**src/rtl/slice_sched_pkg.sv**
```systemverilog
// rtl/slice_sched_pkg.sv - shared types, widths and beat selection for the slice scheduler
package slice_sched_pkg;

    localparam int SLICE_W = 12;
    localparam int NBEATS  = 3;
    localparam int OP_W    = SLICE_W * NBEATS;
    localparam int BEAT_W  = (NBEATS > 1) ? $clog2(NBEATS) : 1;

    typedef enum logic [1:0] {
        IDLE = 2'd0,
        RUN  = 2'd1,
        DONE = 2'd2
    } state_t;

    function automatic logic [SLICE_W-1:0] beat_sel(input logic [OP_W-1:0] vec,
                                                    input logic [BEAT_W-1:0] idx);
        return vec[int'(idx)*SLICE_W +: SLICE_W];
    endfunction

endpackage

```
**src/rtl/slice_share_sched_rr_arb2.sv**
```systemverilog
// rtl/slice_share_sched_rr_arb2.sv - two-way round-robin arbiter, combinational
module rr_arb2 (
    input  logic [1:0] req,
    input  logic       last_grant,
    output logic [1:0] grant
);

    // On contention the requester that did not win last time gets the grant.
    assign grant[0] = req[0] & (~req[1] | last_grant);
    assign grant[1] = req[1] & (~req[0] | ~last_grant);

endmodule

```
**src/rtl/slice_share_sched.sv**
```systemverilog
// rtl/slice_share_sched.sv - time-multiplexes one 12-bit slice between two 36-bit requesters
module slice_share_sched
    import slice_sched_pkg::*;
(
    input  logic              clk,
    input  logic              rst_n,
    input  logic [1:0]        req_valid,
    output logic [1:0]        req_ready,
    input  logic [OP_W-1:0]   req_a0,
    input  logic [OP_W-1:0]   req_a1,
    input  logic [OP_W-1:0]   req_b0,
    input  logic [OP_W-1:0]   req_b1,
    output logic              rsp_valid,
    input  logic              rsp_ready,
    output logic              rsp_id,
    output logic [OP_W-1:0]   rsp_data,
    output logic              slice_en,
    output logic [SLICE_W-1:0] slice_a,
    output logic [SLICE_W-1:0] slice_b,
    input  logic [SLICE_W-1:0] slice_c,
    output logic              busy
);

    state_t            state_q, state_d;
    logic [BEAT_W-1:0] beat_q, beat_d;
    logic              last_grant_q, last_grant_d;
    logic              id_q, id_d;
    logic [OP_W-1:0]   op_a_q, op_a_d;
    logic [OP_W-1:0]   op_b_q, op_b_d;
    logic [OP_W-1:0]   res_q, res_d;
    logic [1:0]        grant;

    rr_arb2 u_arb (
        .req        (req_valid),
        .last_grant (last_grant_q),
        .grant      (grant)
    );

    assign req_ready = (state_q == IDLE) ? grant : 2'b00;

    always_comb begin
        state_d      = state_q;
        beat_d       = beat_q;
        last_grant_d = last_grant_q;
        id_d         = id_q;
        op_a_d       = op_a_q;
        op_b_d       = op_b_q;
        res_d        = res_q;
        case (state_q)
            IDLE: begin
                if (req_valid[0] && req_ready[0]) begin
                    op_a_d       = req_a0;
                    op_b_d       = req_b0;
                    id_d         = 1'b0;
                    last_grant_d = 1'b0;
                    beat_d       = '0;
                    state_d      = RUN;
                end else if (req_valid[1] && req_ready[1]) begin
                    op_a_d       = req_a1;
                    op_b_d       = req_b1;
                    id_d         = 1'b1;
                    last_grant_d = 1'b1;
                    beat_d       = '0;
                    state_d      = RUN;
                end
            end
            RUN: begin
                res_d[int'(beat_q)*SLICE_W +: SLICE_W] = slice_c;
                if (beat_q == BEAT_W'(NBEATS-1)) begin
                    beat_d  = '0;
                    state_d = DONE;
                end else begin
                    beat_d = beat_q + BEAT_W'(1);
                end
            end
            DONE: begin
                if (rsp_ready) state_d = IDLE;
            end
            default: state_d = IDLE;
        endcase
    end

    always_ff @(posedge clk) begin
        if (!rst_n) begin
            state_q      <= IDLE;
            beat_q       <= '0;
            last_grant_q <= 1'b1;
            id_q         <= 1'b0;
            op_a_q       <= '0;
            op_b_q       <= '0;
            res_q        <= '0;
        end else begin
            state_q      <= state_d;
            beat_q       <= beat_d;
            last_grant_q <= last_grant_d;
            id_q         <= id_d;
            op_a_q       <= op_a_d;
            op_b_q       <= op_b_d;
            res_q        <= res_d;
        end
    end

    // Slice drive comes only from flops so the slice sees no path from requester inputs.
    assign slice_en  = (state_q == RUN);
    assign slice_a   = slice_en ? beat_sel(op_a_q, beat_q) : '0;
    assign slice_b   = slice_en ? beat_sel(op_b_q, beat_q) : '0;
    assign rsp_valid = (state_q == DONE);
    assign rsp_data  = res_q;
    assign rsp_id    = id_q;
    assign busy      = (state_q != IDLE);

endmodule

```
**config.mk**
```make
export PLATFORM = sky130hd
export DESIGN_NAME = slice_share_sched
export DESIGN_NICKNAME = d
export VERILOG_FILES = /design/src/rtl/slice_sched_pkg.sv /design/src/rtl/slice_share_sched_rr_arb2.sv /design/src/rtl/slice_share_sched.sv
export SDC_FILE = /design/constraint.sdc
export NUM_CORES = 1
export LEC_CHECK = 0
export ABC_AREA = 1
export CAP_MARGIN = 5
export CORE_MARGIN = 4
export CORE_UTILIZATION = 45
export CTS_CLUSTER_DIAMETER = 40
export CTS_CLUSTER_SIZE = 25
export DETAILED_ROUTE_END_ITERATION = 6
export MAX_ROUTING_LAYER = met4
export PLACE_DENSITY = 0.81
export SETUP_SLACK_MARGIN = 0.4
export SLEW_MARGIN = 20
export SYNTH_ARGS = -nofsm -noshare
export SYNTH_HDL_FRONTEND = slang
export SYNTH_HIERARCHICAL = 1
export SYNTH_SLANG_ARGS = --single-unit
```
**constraint.sdc**
```tcl
create_clock -name clk -period 3.6 [get_ports clk]
set_clock_uncertainty 0.1 [all_clocks]
set_input_delay 0.72 -clock clk [delete_from_list [all_inputs] [get_ports clk]]
set_output_delay 0.72 -clock clk [all_outputs]
set_load 0.005 [all_outputs]
```
# --- Word level (Yosys, flattened, before mapping) ---
# Cells that the tools add are included.
word_totals:
  regBits: 114
  inputBits: 161
  output_inout_bits: 66
  elab_cells: 55
classes:
  addsub: 2
  mul: 1
  n_eq_ne: 6
  shifts: 4
  mux: 19
  bitwise_logic: 7
  n_reduce_logical: 9
op_table:
  columns: ["operator", "n"]
  rows:
  - ["two-way mux 36 bit", 4]
  - ["bitwise mux 36 bit", 1]
  - ["variable shift 12 x 33 -> 36 bit, first input constant", 1]
  - ["variable part select 12 x 33 -> 36 bit", 1]
  - ["variable part select 36 x 32 -> 12 bit", 1]
  - ["variable part select 36 x 7 -> 12 bit", 1]
  - ["negation 32 -> 33 bit", 1]
  - ["two-way mux 12 bit", 2]
  - ["two-way mux 2 bit", 8]
  - ["case mux 2 bit (3 select lines)", 1]
  - ["nonzero test 2 bit", 3]
  - ["== test 2 bit, second input constant", 2]
  - ["multiplier 2 x 2 -> 4 bit, second input constant", 1]
  - ["!= test 2 x 1 -> 1 bit, second input constant", 2]
  - ["case mux 2 bit (2 select lines)", 1]
  - ["AND reduction 2 bit", 2]
  - ["!= test 3 x 1 -> 1 bit, second input constant", 1]
  - ["NOT 1 bit", 3]
  - ["AND reduction 3 bit", 1]
  - ["adder 2 x 1 -> 2 bit, second input constant", 1]
  - ["bitwise AND 1 bit", 2]
  - ["== test 2 x 1 -> 1 bit, second input constant", 1]
  - ["logical AND 1 bit", 2]
  - ["zero test 2 bit", 1]
  - ["other kinds (2)", 4]

# --- Logic depth before layout (Yosys ltp) ---
# Gate-level depths: netlist of run 1.
depth:
  ltp_word: 8
  mapped_depth: 13
  mapped_depth_nobuf: 10

# --- Modules after synthesis ---
# The synthesis of run 1 kept the hierarchy.
by_module_without_submodules:
  columns: ["mod", "n_inst", "cells_each", "area_per_inst_um2", "seq_area_each_um2"]
  rows:
  - ["slice_share_sched", 1, 1009, 6157.2, 2282.2]
  - ["rr_arb2", 1, 4, 27.5, 0.0]

# --- Worst setup path before layout of run 1 ---
# No wires, ideal clock.
synth_timing:
  kind: "reg-to-reg"
  from: "register beat_q[0]"
  to: "register res_q[0], in the netlist rsp_data[0]"
  setup_ns: 0.071
  arrival_ns: 2.127
  t_required_ns: 3.429
  path_slack_ns: 1.301
  stages_incl_launch_ff: 11
  path_buffers: 3
  period_less_slack_ns: 2.299
  cell_sequence: "dfxtp_1 buf_2 inv_1 buf_2 clkbuf_1 ha_1 inv_2 nand3_1 nor2_1 nand3_1 a21oi_1"
synth_via:
  elab_chain_cells: 4
  elab_cells_between_ends: 5
  classes_between: "add/sub (1); mul (1); shift (2); mux (1)"
synth_rtl:
  columns: ["item", "line_no", "text"]
  rows:
  - ["start: declaration", "slice_share_sched.sv:25", "logic [BEAT_W-1:0] beat_q, beat_d;"]
  - ["start signal: assignment", "slice_share_sched.sv:94", "beat_q <= beat_d;"]
  - ["multiplier 2 x 2 -> 4 bit (*)", "slice_share_sched.sv:68", "res_d[int'(beat_q)*SLICE_W +: SLICE_W] = slice_c;"]
  - ["negation 32 -> 33 bit (*)", "slice_share_sched.sv:68", null]
  - ["variable part select 12 x 33 -> 36 bit or variable shift 12 x 33 -> 36 bit (tied branches)", "slice_share_sched.sv:68", null]
  - ["bitwise mux 36 bit (*)", "slice_share_sched.sv:68", null]
  - ["end signal: assignment", "slice_share_sched.sv:99", "res_q <= res_d;"]
  - ["end: declaration", "slice_share_sched.sv:30", "logic [OP_W-1:0] res_q, res_d;"]
# Every way passes the cells marked *; elsewhere a longest branch is shown, timed or not.
# A chain may end at the register's enable or synchronous reset.

# --- Worst setup path in the final report of run 1 ---
layout_timing:
  from: "register beat_q[0]"
  to: "output slice_a[7]"
layout_via:
  elab_chain_cells: 3
layout_rtl:
  columns: ["item", "line_no", "text"]
  rows:
  - ["multiplier 2 x 2 -> 4 bit", "slice_sched_pkg.sv:17", "return vec[int'(idx)*SLICE_W +: SLICE_W];"]
  - ["variable part select 36 x 32 -> 12 bit", "slice_sched_pkg.sv:17", null]
  - ["two-way mux 12 bit", "slice_share_sched.sv:105", "assign slice_a = slice_en ? beat_sel(op_a_q, beat_q) : '0;"]
  - ["end: declaration", "slice_share_sched.sv:18", "output logic [SLICE_W-1:0] slice_a,"]
# Every way passes these cells.

==> run metrics, run 1 <==
VDD IR max 331 uV; Peak Freq 324 MHz; Final Power 4.03 mW; Worst Hold Endpoint rsp_data[33]$_SDFFE_PN0P_; share of post-route cells with drive strength above 1 4.93%; Finished Layout Cells 1393; CTS max path bufs 2; nets 1370; area of the core 0.0133 sq mm; die span in y 125 um; first-pass GRT wire length 31400 um; final setup TNS 0 ns; total number of vias 6988; Main synth FF type dfxtp_1; Synth async-reset ratio 0%; Routed WL 19400 um; initial antenna violation count 0; status finished clean; Synth Register Bits 114; area leader, netlist dfxtp_1; RePlAce Congestion 0.931; Max-cap violations 0; Static Leak 3.77 nW; drt pass-1 iters 5; worst hold path startpoint rsp_data[33]$_SDFFE_PN0P_; shortest period the worst path allows 3.09 ns; count of port buffers added during placement 226; Pwr Density 450 mW/mm^2; Req. time, crit path 2.78 ns; fin. max-slew vios 0; vias in the first global route 6545; CP max stage delay 0.55 ns; Startpoint Class register; Initial Util 46.3%; YS warnings 6; H-tree depth 4; Post-Synthesis Cells 1013; Worst R2R Path Depth 10; R2R setup slack 0.91 ns; root buffer cell clkbuf_16; Slowest-stage cell, CP clkdlybuf4s50_1; # rows 42; RSZ-0062 raised after global routing false; Most common cell on crit path nor2_1; post-route DRC violation count 0; WS Path Type register to primary output; CP arrival 2.27 ns; commonest cells after routing, fill and taps aside nand2_1 (337), clkdlybuf4s50_1 (225), nor2_1 (207); Slew Limit Headroom 47.2%; Die Area 0.0157 sq mm; Detailed Place HPWL 13800 um; worst-skew pair later-pin latency 0.40 ns; commonest non-fill, non-tap cell in the layout nand2_1; crit-path cells buf_4 > nor2_1 > nor2_1 > o21ai_0 > a21oi_1 > clkdlybuf4s50_1; post-cts resize count 0; post-CTS setup buffer count 0; crit share post-route 85.7%; Antenna Nets Post-Route 0; Mapped Area 0.00618 sq mm; sequential area share after synthesis 36.9%; Tot GR Track Use 24.8%; Crit. End Element primary output; placed cells 1361; width of the die 125 um; EDFF count, synth 0; initial drt markers 621; Area growth syn-to-layout 44.6%; Yosys cell types 29; syn_nets 1179; CP max FO 43; # diodes 0; Mapped Avg Cell Area 6.11 sq um; number of hold buffers added after cts 0; worst hold path cell count 2; Clock transition at path regs 0.05 ns; measured slew at the worst slew-check pin 0.792 ns; Yosys top cell area share 36.9%; Ports 227; Fin Hold WS 0.362 ns; Hold Path Class register to register; via/cell ratio 5.02; clk sinks 114; r2r startpoint beat_q[0]$_SDFFE_PN0P_; CTS buffer count 17; Worst R2R End rsp_data[15]$_SDFFE_PN0P_; largest net degree at the start of global routing 76; Area contributors post-synth dfxtp_1 (37%), nand2_1 (21%), nor2_1 (13%); CTS tree built; Setup-failing EPs final 0; DR WL/cell 14.0 um; grt ovf 0; Final Hold Fails 0
==> how the worst max path moves through the flow <==
stage,startpoint,end,slack (ns),cells past startpoint
after global placement,req_valid[0],req_ready[0],0.69,6
after CTS,beat_q[0]$_SDFFE_PN0P_,slice_a[7],0.50,6
final,beat_q[0]$_SDFFE_PN0P_,slice_a[7],0.51,6
after global routing,beat_q[0]$_SDFFE_PN0P_,slice_a[7],0.40,6
after detailed placement,req_valid[0],req_ready[0],0.67,6
after floorplan,beat_q[0]$_SDFFE_PN0P_,rsp_data[0]$_SDFFE_PN0P_,1.30,10
==> where the power goes <==
part	internal, mW	total (mW)	switching (mW)
logic	0.447	1.03	0.581
registers	1.39	1.46	0.0677
clock network	0.974	1.54	0.568
total	2.81	4.03	1.22
==> cells in the mapped netlist (2+ instances only) <==
| cell type | count |
|---|---|
| nand2_1 | 338 |
| nor2_1 | 208 |
| dfxtp_1 | 114 |
| o21ai_1 | 70 |
| a21oi_1 | 64 |
| nand3_1 | 48 |
| o21ai_0 | 46 |
| clkbuf_1 | 32 |
| inv_1 | 29 |
| buf_2 | 17 |
| buf_6 | 12 |
| ha_1 | 5 |
| buf_4 | 4 |
| inv_2 | 4 |
| nand4_1 | 3 |
| nor3_1 | 3 |
| a211oi_1 | 2 |
| buf_1 | 2 |
| nor2_2 | 2 |
==> metrics by stage <==
step	worst slack [ns]	area, sq um	util, %
2_1_floorplan	1.30	6180	-
3_3_place_gp	0.689	8390	62.9
3_5_place_dp	0.666	8390	62.9
4_1_cts	0.503	8940	67.0
5_1_grt	0.403	8940	67.0
6_report	0.514	8940	67.0
==> routing by layer <==
metal	GRT usage [%]	up-vias	routed length, um
met3	5.71	39	1430
met1	30.5	3063	8410
li1	-	3604	-
met4	8.42	0	448
met2	40.1	282	9160
met5	-	-	0
==> cell type report <==
type / instances / area (sq um)
clock inverters: 11 / 87.6
flip-flops and latches: 114 / 2280
multi-input cells: 798 / 3410
inverters: 34 / 128
fillers: 1219 / 4400
clock buffers: 21 / 460
well taps: 176 / 220
repair buffers: 239 / 2360
==> cells by family after synthesis <==
logic type / Yosys count / share of synthesized area (%)
buffers and inverters: 101 / 8.17
AND/OR/NAND/NOR: 606 / 38.4
flip-flops: 114 / 36.9
adder cells (fa/ha/maj): 5 / 1.01
XOR/XNOR: 1 / 0.142
AO/OA/AOI/OAI: 186 / 15.4
==> registers in the layout (all words and copies together), names as in the netlist <==
name,count
op_a_q,36
op_b_q,36
rsp_data,36
beat_q,2
state_q,2
last_grant_q,1
rsp_id,1
==> critical path, delay by kind of cell, from the launching register on <==
kind | cells | cell delay [ns]
AO/OA/AOI/OAI | 2 | 0.36
buffers and inverters | 2 | 0.97
flip-flops | 1 | 0.32
AND/OR/NAND/NOR | 2 | 0.22
(Power assumes the default switching activity.)
==> inputs of run 2 (changes only) <==
--- a/config.mk
+++ b/config.mk
@@ -6,7 +6,7 @@
 export NUM_CORES = 1
 export LEC_CHECK = 0
 export ABC_AREA = 1
-export CAP_MARGIN = 5
+export CAP_MARGIN = 20
 export CORE_MARGIN = 4
 export CORE_UTILIZATION = 45
 export CTS_CLUSTER_DIAMETER = 40
@@ -15,6 +15,7 @@
 export MAX_ROUTING_LAYER = met4
 export PLACE_DENSITY = 0.81
 export SETUP_SLACK_MARGIN = 0.4
+export SKIP_LAST_GASP = 1
 export SLEW_MARGIN = 20
 export SYNTH_ARGS = -nofsm -noshare
 export SYNTH_HDL_FRONTEND = slang
==> results of run 2 <==
Same layout as run 1: the final DEF is identical, and so are final timing and power.
==> inputs of run 3 (changes only) <==
==> constraint.sdc (replaced) <==
create_clock -name clk -period 3.9 [get_ports clk]
set_clock_uncertainty 0.1 [all_clocks]
set_input_delay 0.78 -clock clk [delete_from_list [all_inputs] [get_ports clk]]
set_output_delay 0.78 -clock clk [all_outputs]
set_load 0.005 [all_outputs]
==> run metrics, run 3 (same netlist as run 1, synthesis figures left out) <==
die span in y 125 um (unchanged); Hold Path Class register to register (unchanged); Routed WL 19400 um (about the same); area of the core 0.0133 sq mm (unchanged); Crit. End Element primary output (unchanged); count of port buffers added during placement 226 (unchanged); Req. time, crit path 3.02 ns (was 2.78 ns); share of post-route cells with drive strength above 1 4.54% (was 4.93%); total number of vias 7010 (was 6988); largest net degree at the start of global routing 79 (was 76); CTS max path bufs 2 (unchanged); DR WL/cell 14.0 um (about the same); Peak Freq 312 MHz; Pwr Density 415 mW/mm^2 (was 450 mW/mm^2); Ports 227 (unchanged); CTS buffer count 17 (unchanged); clk sinks 114 (unchanged); Area growth syn-to-layout 44.2% (was 44.6%); Die Area 0.0157 sq mm (unchanged); # rows 42 (unchanged); crit-path cells inv_1 > buf_4 > o21ai_0 > a21oi_1 > clkdlybuf4s50_1 (was buf_4 > nor2_1 > nor2_1 > o21ai_0 > a21oi_1 > clkdlybuf4s50_1); Startpoint Class register (unchanged); RSZ-0062 raised after global routing false (unchanged); CP max stage delay 0.55 ns (about the same); drt pass-1 iters 7 (was 5); commonest cells after routing, fill and taps aside nand2_1 (338), clkdlybuf4s50_1 (225), nor2_1 (207) (was nand2_1 (337), clkdlybuf4s50_1 (225), nor2_1 (207)); measured slew at the worst slew-check pin 1.02 ns (was 0.792 ns); initial drt markers 579 (was 621); vias in the first global route 6630 (was 6545); CP arrival 2.33 ns (was 2.27 ns); root buffer cell clkbuf_16 (unchanged); Clock transition at path regs 0.05 ns (about the same); crit share post-route 82.3%; width of the die 125 um (unchanged); final setup TNS 0 ns (unchanged); Max-cap violations 0 (unchanged); Antenna Nets Post-Route 0 (unchanged); Final Power 3.70 mW (was 4.03 mW); via/cell ratio 5.05 (was 5.02); post-CTS setup buffer count 0 (unchanged); RePlAce Congestion 0.944 (was 0.931); Static Leak 3.77 nW (about the same); Tot GR Track Use 24.9% (was 24.8%); Slew Limit Headroom 31.9% (was 47.2%); CP bufs+invs 3 (was 2); nets 1368 (was 1370); fin. max-slew vios 0 (unchanged); shortest period the worst path allows 3.21 ns; post-route DRC violation count 0 (unchanged); CTS tree built (unchanged); Final Hold Fails 0 (unchanged); WS Path Type register to primary output (unchanged); # diodes 0 (unchanged); CP max FO 30 (was 43); first-pass GRT wire length 31400 um (about the same); status finished clean (unchanged); Detailed Place HPWL 13800 um (about the same); Slowest-stage cell, CP clkdlybuf4s50_1 (unchanged); delay-heaviest family, CP buffers and inverters (unchanged); Fill cells 1228 (was 1219); H-tree depth 4 (unchanged); VDD IR max 289 uV (was 331 uV); initial antenna violation count 0 (unchanged); Initial Util 46.3% (unchanged); Setup-failing EPs final 0 (unchanged); grt ovf 0 (unchanged); commonest non-fill, non-tap cell in the layout nand2_1 (unchanged); worst-skew pair later-pin latency 0.41 ns (was 0.40 ns)
-- run 3: cell count changes in the layout (fill, tap and decap cells not counted) --
| cell | before | now |
|---|---|---|
| buf_6 | 1 | 0 |
| nand2_1 | 337 | 338 |
| buf_8 | 0 | 1 |
| clkbuf_8 | 2 | 3 |
| clkinvlp_4 | 3 | 0 |
| buf_4 | 12 | 10 |
| dfxtp_2 | 0 | 1 |
| dfxtp_1 | 114 | 113 |
| clkinv_2 | 7 | 6 |
| nand2_2 | 2 | 1 |
-- run 3: through the flow --
stage          utilization (%)  instance area (sq um)  std cells  hold slack [ns]  worst slack [ns]
2_1_floorplan                -                   6180       1013            0.355              1.60
3_3_place_gp              62.7                   8370       1358            0.353             0.835
3_5_place_dp              62.7                   8370       1358            0.356             0.783
4_1_cts                   66.7                   8900       1387            0.363             0.544
5_1_grt                   66.8                   8920       1388            0.380             0.527
6_report                  66.8                   8920       1388            0.362             0.692
-- run 3: final cells by class --
cell class | count | area (sq um) | area share [%]
Sequential cell | 114 | 2280 | 25.6
Tap cell | 176 | 220 | 2.47
Multi-Input combinational cell | 798 | 3400 | 38.2
Timing Repair Buffer | 237 | 2350 | 26.3
Clock inverter | 7 | 60.1 | 0.673
Inverter | 34 | 128 | 1.43
Clock buffer | 22 | 474 | 5.32
-- run 3: per-layer routing --
| metal | up-vias | track usage, % | share of wire (%) |
|---|---|---|---|
| met5 | - | - | 0 |
| met4 | 0 | 6.82 | 1.5 |
| met3 | 27 | 5.71 | 6.7 |
| met2 | 253 | 42.1 | 49 |
| met1 | 3136 | 29.9 | 43 |
| li1 | 3594 | - | - |
-- run 3: power breakdown --
group	total (mW)	switching [mW]	internal [mW]
Sequential	1.35	0.0625	1.28
Combinational	0.945	0.533	0.412
Clock	1.41	0.509	0.905
-- run 3: final timing paths --
path                                                 from                         to  slack, ns  cells past startpoint
worst max-delay path               beat_q[0]$_SDFFE_PN0P_                slice_b[11]       0.69                      5
worst min-delay path            rsp_data[30]$_SDFFE_PN0P_  rsp_data[30]$_SDFFE_PN0P_       0.36                      2
worst max register to register     beat_q[0]$_SDFFE_PN0P_  rsp_data[28]$_SDFFE_PN0P_       0.92                     10
worst min register to register  rsp_data[30]$_SDFFE_PN0P_  rsp_data[30]$_SDFFE_PN0P_       0.36                      2
-- run 3: repair_timing --
action,in CTS,in global routing
gates resized for setup,0,1
hold buffers,0,0
endpoints found under the setup margin,0,4
-- run 3: worst register-to-register path, delay by kind of cell, from the launching register on --
family	cells	cell delay, ns
adders and majority gates	1	0.41
DFF	1	0.30
buffers and inverters	4	1.13
AOI/OAI and AO/OA	2	0.34
and+or+nand+nor	3	0.65
